`src/rtl/math_pkg.sv`:
```
// Shared encodings for the math challenge round controller: operation codes,
// round sequencer states and the problem-generator LFSR feedback taps.
package math_pkg;

  localparam logic [1:0] OP_ADD = 2'd0;
  localparam logic [1:0] OP_SUB = 2'd1;
  localparam logic [1:0] OP_MUL = 2'd2;
  localparam logic [1:0] OP_DIV = 2'd3;

  // x^12 + x^6 + x^4 + x + 1, as a mask over bits 11, 5, 3 and 0
  localparam logic [11:0] LFSR_TAPS = 12'h829;

  typedef enum logic [2:0] {
    IDLE,
    GEN,
    ASK,
    SHOW,
    DONE
  } round_state_t;

endpackage

```
`src/rtl/lfsr12.sv`:
```
// 12-bit Fibonacci LFSR (shift left) that supplies the raw problem fields;
// it only moves when step is high so each question consumes exactly one state.
module lfsr12 import math_pkg::*; #(
  parameter logic [11:0] SEED = 12'h9C3
) (
  input  logic       clk,
  input  logic       rst,
  input  logic       step,
  output logic [1:0] field_op,
  output logic [3:0] field_a,
  output logic [3:0] field_b
);

  logic [11:0] value;

  always_ff @(posedge clk or posedge rst) begin
    if (rst) begin
      value <= SEED;
    end else if (step) begin
      value <= {value[10:0], ^(value & LFSR_TAPS)};
    end
  end

  assign field_op = value[11:10];
  assign field_a  = value[7:4];
  assign field_b  = value[3:0];

endmodule

```
`src/rtl/math_round_ctrl.sv`:
```
// Round sequencer for the math challenge game: generates a problem, holds it
// open for an answer or a timeout, scores the result and counts rounds.
module math_round_ctrl import math_pkg::*; #(
  parameter int          NUM_ROUNDS     = 10,
  parameter int          TIMEOUT_CYCLES = 1000,
  parameter logic [11:0] LFSR_SEED      = 12'h9C3
) (
  input  logic       clk,
  input  logic       rst,
  input  logic       start,
  input  logic       answer_valid,
  input  logic [7:0] answer,
  output logic [3:0] operand1,
  output logic [3:0] operand2,
  output logic [1:0] op_sel,
  output logic       question_valid,
  output logic       result_valid,
  output logic       correct,
  output logic       timed_out,
  output logic [7:0] score,
  output logic [7:0] round_idx,
  output logic       busy,
  output logic       done
);

  localparam logic [15:0] TIMER_LAST = 16'(TIMEOUT_CYCLES - 1);
  localparam logic [7:0]  ROUND_LAST = 8'(NUM_ROUNDS - 1);

  round_state_t state, state_next;
  logic         start_q;
  logic         lfsr_step;
  logic [1:0]   raw_op;
  logic [3:0]   raw_a, raw_b;
  logic [3:0]   gen_a, gen_b;
  logic [7:0]   gen_result;
  logic [7:0]   expected;
  logic [15:0]  timer;
  logic         timeout_hit;

  assign lfsr_step = (state == GEN);

  lfsr12 #(.SEED(LFSR_SEED)) u_lfsr (
    .clk      (clk),
    .rst      (rst),
    .step     (lfsr_step),
    .field_op (raw_op),
    .field_a  (raw_a),
    .field_b  (raw_b)
  );

  // Keep subtraction non-negative and division defined before computing the answer
  always_comb begin
    gen_a = raw_a;
    gen_b = raw_b;
    if (raw_op == OP_SUB && raw_a < raw_b) begin
      gen_a = raw_b;
      gen_b = raw_a;
    end
    if (raw_op == OP_DIV && raw_b == 4'd0) begin
      gen_b = 4'd1;
    end
    case (raw_op)
      OP_ADD:  gen_result = {4'd0, gen_a} + {4'd0, gen_b};
      OP_SUB:  gen_result = {4'd0, gen_a} - {4'd0, gen_b};
      OP_MUL:  gen_result = {4'd0, gen_a} * {4'd0, gen_b};
      default: gen_result = {4'd0, gen_a / gen_b};
    endcase
  end

  assign timeout_hit = (timer == TIMER_LAST);

  always_comb begin
    state_next = state;
    case (state)
      IDLE, DONE: if (start_q) state_next = GEN;
      GEN:        state_next = ASK;
      ASK:        if (answer_valid || timeout_hit) state_next = SHOW;
      SHOW:       state_next = (round_idx == ROUND_LAST) ? DONE : GEN;
      default:    state_next = IDLE;
    endcase
  end

  // start is registered, so a new game reaches GEN one cycle after it is sampled
  always_ff @(posedge clk or posedge rst) begin
    if (rst) begin
      state     <= IDLE;
      start_q   <= 1'b0;
      operand1  <= 4'd0;
      operand2  <= 4'd0;
      op_sel    <= 2'd0;
      expected  <= 8'd0;
      timer     <= 16'd0;
      correct   <= 1'b0;
      timed_out <= 1'b0;
      score     <= 8'd0;
      round_idx <= 8'd0;
    end else begin
      state   <= state_next;
      start_q <= start && (state == IDLE || state == DONE);
      case (state)
        IDLE, DONE: begin
          if (start_q) begin
            score     <= 8'd0;
            round_idx <= 8'd0;
          end
        end
        GEN: begin
          operand1 <= gen_a;
          operand2 <= gen_b;
          op_sel   <= raw_op;
          expected <= gen_result;
          timer    <= 16'd0;
        end
        ASK: begin
          timer <= timer + 16'd1;
          if (answer_valid) begin
            correct   <= (answer == expected);
            timed_out <= 1'b0;
            if (answer == expected) score <= score + 8'd1;
          end else if (timeout_hit) begin
            correct   <= 1'b0;
            timed_out <= 1'b1;
          end
        end
        SHOW: begin
          if (round_idx != ROUND_LAST) round_idx <= round_idx + 8'd1;
        end
        default: ;
      endcase
    end
  end

  assign question_valid = (state == ASK);
  assign result_valid   = (state == SHOW);
  assign busy           = (state != IDLE) && (state != DONE);
  assign done           = (state == DONE);

endmodule
```
`config.mk`:
```
export PLATFORM = sky130hd
export DESIGN_NAME = math_round_ctrl
export DESIGN_NICKNAME = d
export VERILOG_FILES = /design/src/rtl/math_pkg.sv /design/src/rtl/lfsr12.sv /design/src/rtl/math_round_ctrl.sv
export SDC_FILE = /design/constraint.sdc
export NUM_CORES = 1
export LEC_CHECK = 0
export CAP_MARGIN = 15
export CORE_MARGIN = 3
export CORE_UTILIZATION = 55
export DETAILED_ROUTE_END_ITERATION = 10
export PLACE_DENSITY = 0.84
export SYNTH_ARGS = -nofsm -noshare
export SYNTH_HDL_FRONTEND = slang
export SYNTH_HIERARCHICAL = 1
export SYNTH_SLANG_ARGS = --single-unit
```
`constraint.sdc`:
```
create_clock -name clk -period 6.95 [get_ports clk]
set_clock_uncertainty 0.15 [all_clocks]
set_input_delay 0.695 -clock clk [delete_from_list [all_inputs] [get_ports clk]]
set_output_delay 0.695 -clock clk [all_outputs]
set_load 0.005 [all_outputs]
```
==> results of run 1 <==
## layout make-up
type	count	area, µm²
Clock buffer	12	145
Multi-Input combinational cell	361	2540
Fill cell	625	2680
Sequential cell	68	1710
Tap cell	102	128
Inverter	41	159
Timing Repair Buffer	46	453
Clock inverter	4	72.6
## cells in the mapped netlist (11+ instances only)
cell type	n
mux2_2	12
inv_1	40
mux2i_1	15
nor2_1	40
o21ai_0	41
dfrtp_1	62
buf_4	11
xnor2_1	18
clkbuf_1	11
nand2_1	57
a21oi_1	23
nand3_1	15
ha_1	40
## worst max-delay path by stage
stage | startpoint | to | slack, ns | cells after the start
detailed placement | u_lfsr/value[1]$_DFFE_PP1P_ | expected[0]$_DFFE_PP0P_ | 0.56 | 25
global placement | u_lfsr/value[1]$_DFFE_PP1P_ | expected[0]$_DFFE_PP0P_ | 0.78 | 25
global route | u_lfsr/value[1]$_DFFE_PP1P_ | expected[0]$_DFFE_PP0P_ | 0.02 | 25
finish | u_lfsr/value[1]$_DFFE_PP1P_ | expected[0]$_DFFE_PP0P_ | 0.44 | 25
floorplan | u_lfsr/value[1]$_DFFE_PP1P_ | expected[0]$_DFFE_PP0P_ | 1.09 | 26
CTS | u_lfsr/value[1]$_DFFE_PP1P_ | expected[0]$_DFFE_PP0P_ | 0.52 | 25
## registers in the layout (all words and copies together), names as in the netlist
name / cells
timer: 16
u_lfsr/value: 12
expected: 8
round_idx: 8
score: 8
operand1: 4
operand2: 4
state: 3
op_sel: 2
correct: 1
start_q: 1
timed_out: 1
## critical path: cells and delay by family, from the launching register on
kind,cells,cell delay [ns]
multiplexers,2,0.74
buffers and inverters,2,0.32
AO/OA/AOI/OAI,10,2.15
adder cells (fa/ha/maj),5,1.46
flip-flops,1,0.56
AND/OR/NAND/NOR,6,1.01
## stage by stage
stage / cell area (µm²) / power, W / util [%] / cells
5_1_grt: 5210 / 0.00114 / 66.0 / 634
3_5_place_dp: 4990 / 0.000725 / 63.3 / 618
4_1_cts: 5210 / 0.00109 / 66.0 / 634
3_3_place_gp: 4990 / 0.000713 / 63.3 / 618
2_1_floorplan: 4560 / 0.000634 / - / 494
6_report: 5210 / 0.00108 / 66.0 / 634
## power groups by stage
stage          clock network [W]  logic, W  registers [W]
6_report                0.000366  0.000249       0.000468
5_1_grt                 0.000388  0.000278       0.000474
4_1_cts                 0.000370  0.000250       0.000468
3_5_place_dp                   0  0.000251       0.000474
3_3_place_gp                   0  0.000242       0.000470
2_1_floorplan                  0  0.000168       0.000466
## cell usage in the layout (no fill, tap or decap), types with 2 or more instances in the layout
cell type         n
o21ai_0          41
xor2_1            8
mux2i_1          15
nor4_1            2
nand2b_1          4
nand3b_1          3
nor2_1           40
inv_1            39
nand4_1           8
a21o_1            6
fa_1              6
dfrtp_1          62
o31ai_1           2
or3_1             3
dfstp_2           6
clkbuf_1          2
and2_1            5
nor2b_1           4
mux2_2           12
bufinv_16         2
nor3b_1           3
o211ai_1          3
ha_1             40
buf_4             3
xnor2_1          18
clkdlybuf4s50_1  43
nor3_1            3
a31oi_1           3
clkbuf_8         10
a21oi_1          23
and3_1            7
nand2_1          57
nand3_1          15
## metal layers
metal | up-vias | GRT usage [%]
met5 | - | 0
met4 | 0 | 9.18
met3 | 21 | 5.05
met2 | 130 | 36.6
met1 | 1760 | 28.5
li1 | 1760 | -
## logic make-up (layout without fill, tap and decap cells)
logic type | after synthesis | after routing | share of synthesized area, %
mux | 27 | 27 | 6.26
simple gates | 163 | 163 | 17.3
xor+xnor | 26 | 26 | 5.00
compound gates | 99 | 99 | 13.6
buf+inv | 65 | 103 | 6.70
fa+ha+maj | 46 | 46 | 13.6
flops | 68 | 68 | 37.5
==> impl_metrics.csv, run 1 <==
group,metric,value,unit
global_routing,grt_pass1_vias,3644,
synthesis,yosysSeqAreaShare,37.5,%
synthesis,synth_top_cell_by_area,"dfrtp_1",
floorplan,coreArea,0.00789,mm²
power_and_ir_drop,switching_share,31.4,%
sta,tns,0,ns
floorplan,die_h,97.0,µm
clock_network,h-tree-depth,3,
power_and_ir_drop,max-vdd-ir-drop,0.151,mV
min_path,holdPathStages,1,
power_and_ir_drop,p_sw,0.000341,W
drt,wl_met3,629,µm
synthesis,yosys_warnings,6,
synthesis,avgSynthCellArea,9.22,µm²
sta,setup_violations,0,
synthesis,synth_flop_cell,"dfrtp_1",
clock_network,cts_buffers,9,
synthesis,synth_top_area_share,34.0,%
drt,highest_layer,"met4",
drt,ant_nets,0,
clock_network,insertion_delay,0.36,ns
setup_path,crit_fanout,8,
drt,route.vias.total,3671,
drt,met1Wirelength,4520,µm
power_and_ir_drop,p_comb_share,23.0,%
global_routing,grt_first_pass_wirelength,17200,µm
power_and_ir_drop,clockPowerShare,33.8,%
drt,wl_per_cell,16.1,µm
floorplan,initial_core_util,57.8,%
placed_design,pre_cts_ws,0.563,ns
min_path,hold_start,"timer[15]$_DFFE_PP0P_",
clock_network,cts.sinks,68,
placed_design,io_buffers,43,
setup_path,cp-end-kind,"flip-flop",
sta,fin_crit_sh,93.7,%
sta,hold_viol,0,
clock_network,path_clk_slew,0.08,ns
global_routing,grt_max_degree,57,
finish,final_nets,585,
floorplan,die-area,0.00941,mm²
finish,diodes,0,
sta,rsz0062_at_grt,"false",
synthesis,synth_seq_cells,68,
status,status,"complete, no violations",
clock_network,postCtsSetupBuffers,0,
drt,firstDrtPassIters,4,
drt,drtIter0Drc,216,
sta,slew_headroom,45.3,%
placed_design,gp_congestion,0.919,
global_routing,overflow,0,
clock_network,root_buffer,"clkbuf_8",
setup_path,r2r-end,"expected[0]$_DFFE_PP0P_",
synthesis,yosys.cell_types.count,62,
sta,whs,0.320,ns
sta,layout_setup_ws,0.440,ns
floorplan,rows,32,
flow_run,maxCapViolations,0,
setup_path,rrSetupSlack,0.44,ns
drt,dr_wl_met2,4860,µm
synthesis,synthCells,494,
synthesis,syn_area,0.00456,mm²
power_and_ir_drop,p_seq_share,43.2,%
setup_path,reg2reg_depth,25,
sta,max_freq,154,MHz
floorplan,fp.dieW,97.0,µm
sta,tightestPinTransition,0.820,ns
sta,period_needed,6.51,ns
min_path,whs_endpoint,"timer[15]$_DFFE_PP0P_",
min_path,hold_class,"flip-flop to flip-flop",
setup_path,arrival,6.61,ns
synthesis,synth-edff-count,0,
clock_network,hold_buffers,0,
setup_path,critical-path-max-stage-delay,0.56,ns
synthesis,synth_nets,552,
finish,area_growth,14.3,%
finish,drive_above_1_share,8.46,%
setup_path,start_kind,"flip-flop",
synthesis,netlist_top_cells_area,"dfrtp_1 (34%), ha_1 (11%), nand2_1 (4.7%), o21ai_0 (4.5%), dfstp_2 (3.5%)",
global_routing,antenna_found_initial,0,
sta,maxSlewViolCount,0,
clock_network,cts_tree,"built",
global_routing,grt_usage,22.3,%
drt,drc,0,
floorplan,io-pin-count,44,
power_and_ir_drop,leakage,2.47,nW
clock_network,ctsResizeCount,0,
setup_path,cp.required,7.05,ns
power_and_ir_drop,p_per_area,208,mW/mm²
power_and_ir_drop,p_int,0.000743,W
drt,via_per_inst,5.79,
setup_path,crit_type,"flip-flop to flip-flop",
drt,routed_wl,10200,µm
placed_design,dpl.hpwl,7420,µm
clock_network,cts_buffer_depth,2,
setup_path,rr_startpoint,"u_lfsr/value[1]$_DFFE_PP1P_",
synthesis,synthArstFlopShare,100,%
setup_path,cp_slowest_cell,"dfstp_2",
Power figures use the tool's default switching activity.
==> run 2, diff against run 1 <==
--- a/config.mk
+++ b/config.mk
@@ -6,7 +6,7 @@
 export NUM_CORES = 1
 export LEC_CHECK = 0
 export CAP_MARGIN = 15
-export CORE_MARGIN = 3
+export CORE_MARGIN = 2
 export CORE_UTILIZATION = 55
 export DETAILED_ROUTE_END_ITERATION = 10
 export PLACE_DENSITY = 0.84
==> run 2 against run 1 <==
Final cell count increased by 0.32%. Setup slack improved by 0.22 ns. Utilization fell by 1.9 points. Combinational power about the same. Clock power is essentially flat. Register-to-register slack improved by 0.22 ns. Via count fell by 0.82%. Largest cell class unchanged. Largest power group unchanged. Highest routed layer unchanged.
==> impl_metrics.csv, run 2 (synthesized netlist as in run 1, its figures left out) <==
group,metric,value,unit
min_path,hold_class,"flip-flop to flip-flop",
sta,slew_headroom,47.4,%
global_routing,grt_pass1_vias,3421,
power_and_ir_drop,power.total,0.00108,W
sta,period_needed,6.29,ns
flow_run,maxCapViolations,0,
sta,setup_violations,0,
drt,via_per_inst,5.72,
global_routing,grt_first_pass_wirelength,15800,µm
drt,ant_nets,0,
clock_network,postCtsSetupBuffers,0,
min_path,holdPathStages,1,
status,status,"complete, no violations",
drt,firstDrtPassIters,5,
setup_path,arrival,6.38,ns
drt,routed_wl,9790,µm
global_routing,grt_usage,22.6,%
floorplan,fp.dieW,95.0,µm
floorplan,coreArea,0.00813,mm²
setup_path,cp_num_buf_inv,2,
setup_path,r2r-end,"expected[0]$_DFFE_PP0P_",
setup_path,rrSetupSlack,0.66,ns
placed_design,dpl.hpwl,7190,µm
setup_path,cp_slowest_cell,"dfstp_2",
sta,tightestPinTransition,0.789,ns
floorplan,die_h,95.0,µm
setup_path,cp-end-kind,"flip-flop",
clock_network,cts_buffers,9,
drt,drc,0,
floorplan,rows,33,
global_routing,grt_max_degree,57,
sta,tns,0,ns
setup_path,rr_startpoint,"u_lfsr/value[1]$_DFFE_PP1P_",
clock_network,insertion_delay,0.34,ns
floorplan,io-pin-count,44,
finish,layout_commonest_cell,"dfrtp_1",
power_and_ir_drop,max-vdd-ir-drop,0.128,mV
floorplan,initial_core_util,56.0,%
sta,fin_crit_sh,90.5,%
setup_path,crit_fanout,8,
placed_design,io_buffers,43,
clock_network,root_buffer,"clkbuf_8",
power_and_ir_drop,leakage,2.48,nW
finish,regMostFlops,"timer",
drt,route.vias.total,3641,
global_routing,overflow,0,
setup_path,cp.required,7.04,ns
finish,diodes,0,
clock_network,cts_buffer_depth,2,
min_path,hold_start,"timer[15]$_DFFE_PP0P_",
clock_network,cts_tree,"built",
sta,max_freq,159,MHz
setup_path,reg2reg_depth,25,
sta,hold_viol,0,
setup_path,start_kind,"flip-flop",
finish,area_growth,14.5,%
clock_network,h-tree-depth,3,
finish,largest_reg_flops,16,
clock_network,cts.sinks,68,
sta,rsz0062_at_grt,"false",
finish,final_nets,584,
drt,drtIter0Drc,192,
setup_path,critical-path-max-stage-delay,0.57,ns
finish,mostFrequentLayoutCells,"dfrtp_1 (62), nand2_1 (57), clkdlybuf4s50_1 (43)",
drt,wl_per_cell,15.4,µm
sta,maxSlewViolCount,0,
setup_path,path_delay_family,"compound AO/OA/AOI/OAI gates",
global_routing,antenna_found_initial,0,
floorplan,die-area,0.00903,mm²
setup_path,crit_type,"flip-flop to flip-flop",
finish,drive_above_1_share,8.85,%
clock_network,path_clk_slew,0.08,ns
power_and_ir_drop,p_per_area,207,mW/mm²
placed_design,gp_congestion,0.933,
finish,n_fill_cell,609,
min_path,whs_endpoint,"timer[15]$_DFFE_PP0P_",
finish,reg.largest.list,"timer x16, u_lfsr/value x12",
run 2: changes by cell type in the layout (fill, tap and decap cells not counted), sizes merged:
cell / change
clkbuf: -2
buf: -1
clkinv: +3
clkinvlp: -1
run 2: timing repair:
item / CTS / global route
setup endpoints to repair: 0 / 1
gates resized for setup: 0 / 1
hold buffers: 0 / 0
run 2: metrics by stage:
| step | instance area [µm²] | hold WS (ns) | instances | utilization (%) | setup slack, ns |
|---|---|---|---|---|---|
| final | 5220 | 0.330 | 636 | 64.1 | 0.661 |
| after global routing | 5220 | 0.363 | 636 | 64.1 | 0.233 |
| after CTS | 5210 | 0.338 | 636 | 64.1 | 0.451 |
| after detailed placement | 4990 | 0.315 | 620 | 61.3 | 0.463 |
| after floorplan | 4560 | 0.287 | 494 | - | 1.09 |
| after global placement | 4990 | 0.307 | 620 | 61.3 | 0.785 |
run 2: how the worst max path moves through the flow:
stage / endpoint / slack (ns) / depth (start not counted) / from
6_report: expected[0]$_DFFE_PP0P_ / 0.66 / 25 / u_lfsr/value[1]$_DFFE_PP1P_
5_1_grt: expected[0]$_DFFE_PP0P_ / 0.23 / 25 / u_lfsr/value[1]$_DFFE_PP1P_
4_1_cts: expected[0]$_DFFE_PP0P_ / 0.45 / 25 / u_lfsr/value[1]$_DFFE_PP1P_
3_5_place_dp: expected[0]$_DFFE_PP0P_ / 0.46 / 25 / u_lfsr/value[1]$_DFFE_PP1P_
3_3_place_gp: expected[0]$_DFFE_PP0P_ / 0.79 / 25 / u_lfsr/value[1]$_DFFE_PP1P_
2_1_floorplan: expected[0]$_DFFE_PP0P_ / 1.09 / 26 / u_lfsr/value[1]$_DFFE_PP1P_
run 2: layout make-up:
| type | instances | area [µm²] | area share [%] |
|---|---|---|---|
| Clock buffer | 10 | 138 | 2.64 |
| Clock inverter | 6 | 87.6 | 1.68 |
| Inverter | 41 | 159 | 3.05 |
| Multi-Input combinational cell | 361 | 2550 | 48.8 |
| Sequential cell | 68 | 1710 | 32.8 |
| Tap cell | 105 | 131 | 2.52 |
| Timing Repair Buffer | 45 | 445 | 8.54 |
run 2: worst register-to-register path, cell delays in order, from the launching register on:
cell      delay [ns]
dfstp_2         0.57
inv_1           0.06
ha_1            0.27
o211ai_1        0.27
o211ai_1        0.34
and2_1          0.30
a211oi_2        0.34
inv_1           0.23
ha_1            0.36
nor2_1          0.11
nor2_1          0.05
ha_1            0.31
a21oi_1         0.13
a21oi_1         0.07
nand2_1         0.14
mux2_2          0.35
ha_1            0.30
a21oi_1         0.17
nor2b_1         0.09
o21ai_1         0.33
mux2_2          0.38
ha_1            0.28
a21o_1          0.15
a21oi_1         0.15
a21oi_1         0.08
o22a_1          0.20
run 2: metal layers:
| layer | track usage, % | vias up | routed length (µm) |
|---|---|---|---|
| met5 | 0 | - | 0 |
| met2 | 37.7 | 104 | 4700 |
| met3 | 4.51 | 16 | 480 |
| met1 | 29.2 | 1760 | 4470 |
| met4 | 8.21 | 0 | 131 |
| li1 | - | 1761 | - |
run 2: where the power goes:
| group | internal, W | switching, W |
|---|---|---|
| Sequential | 0.000430 | 0.0000366 |
| Combinational | 0.000101 | 0.000146 |
| Clock | 0.000212 | 0.000156 |
| Total | 0.000742 | 0.000338 |
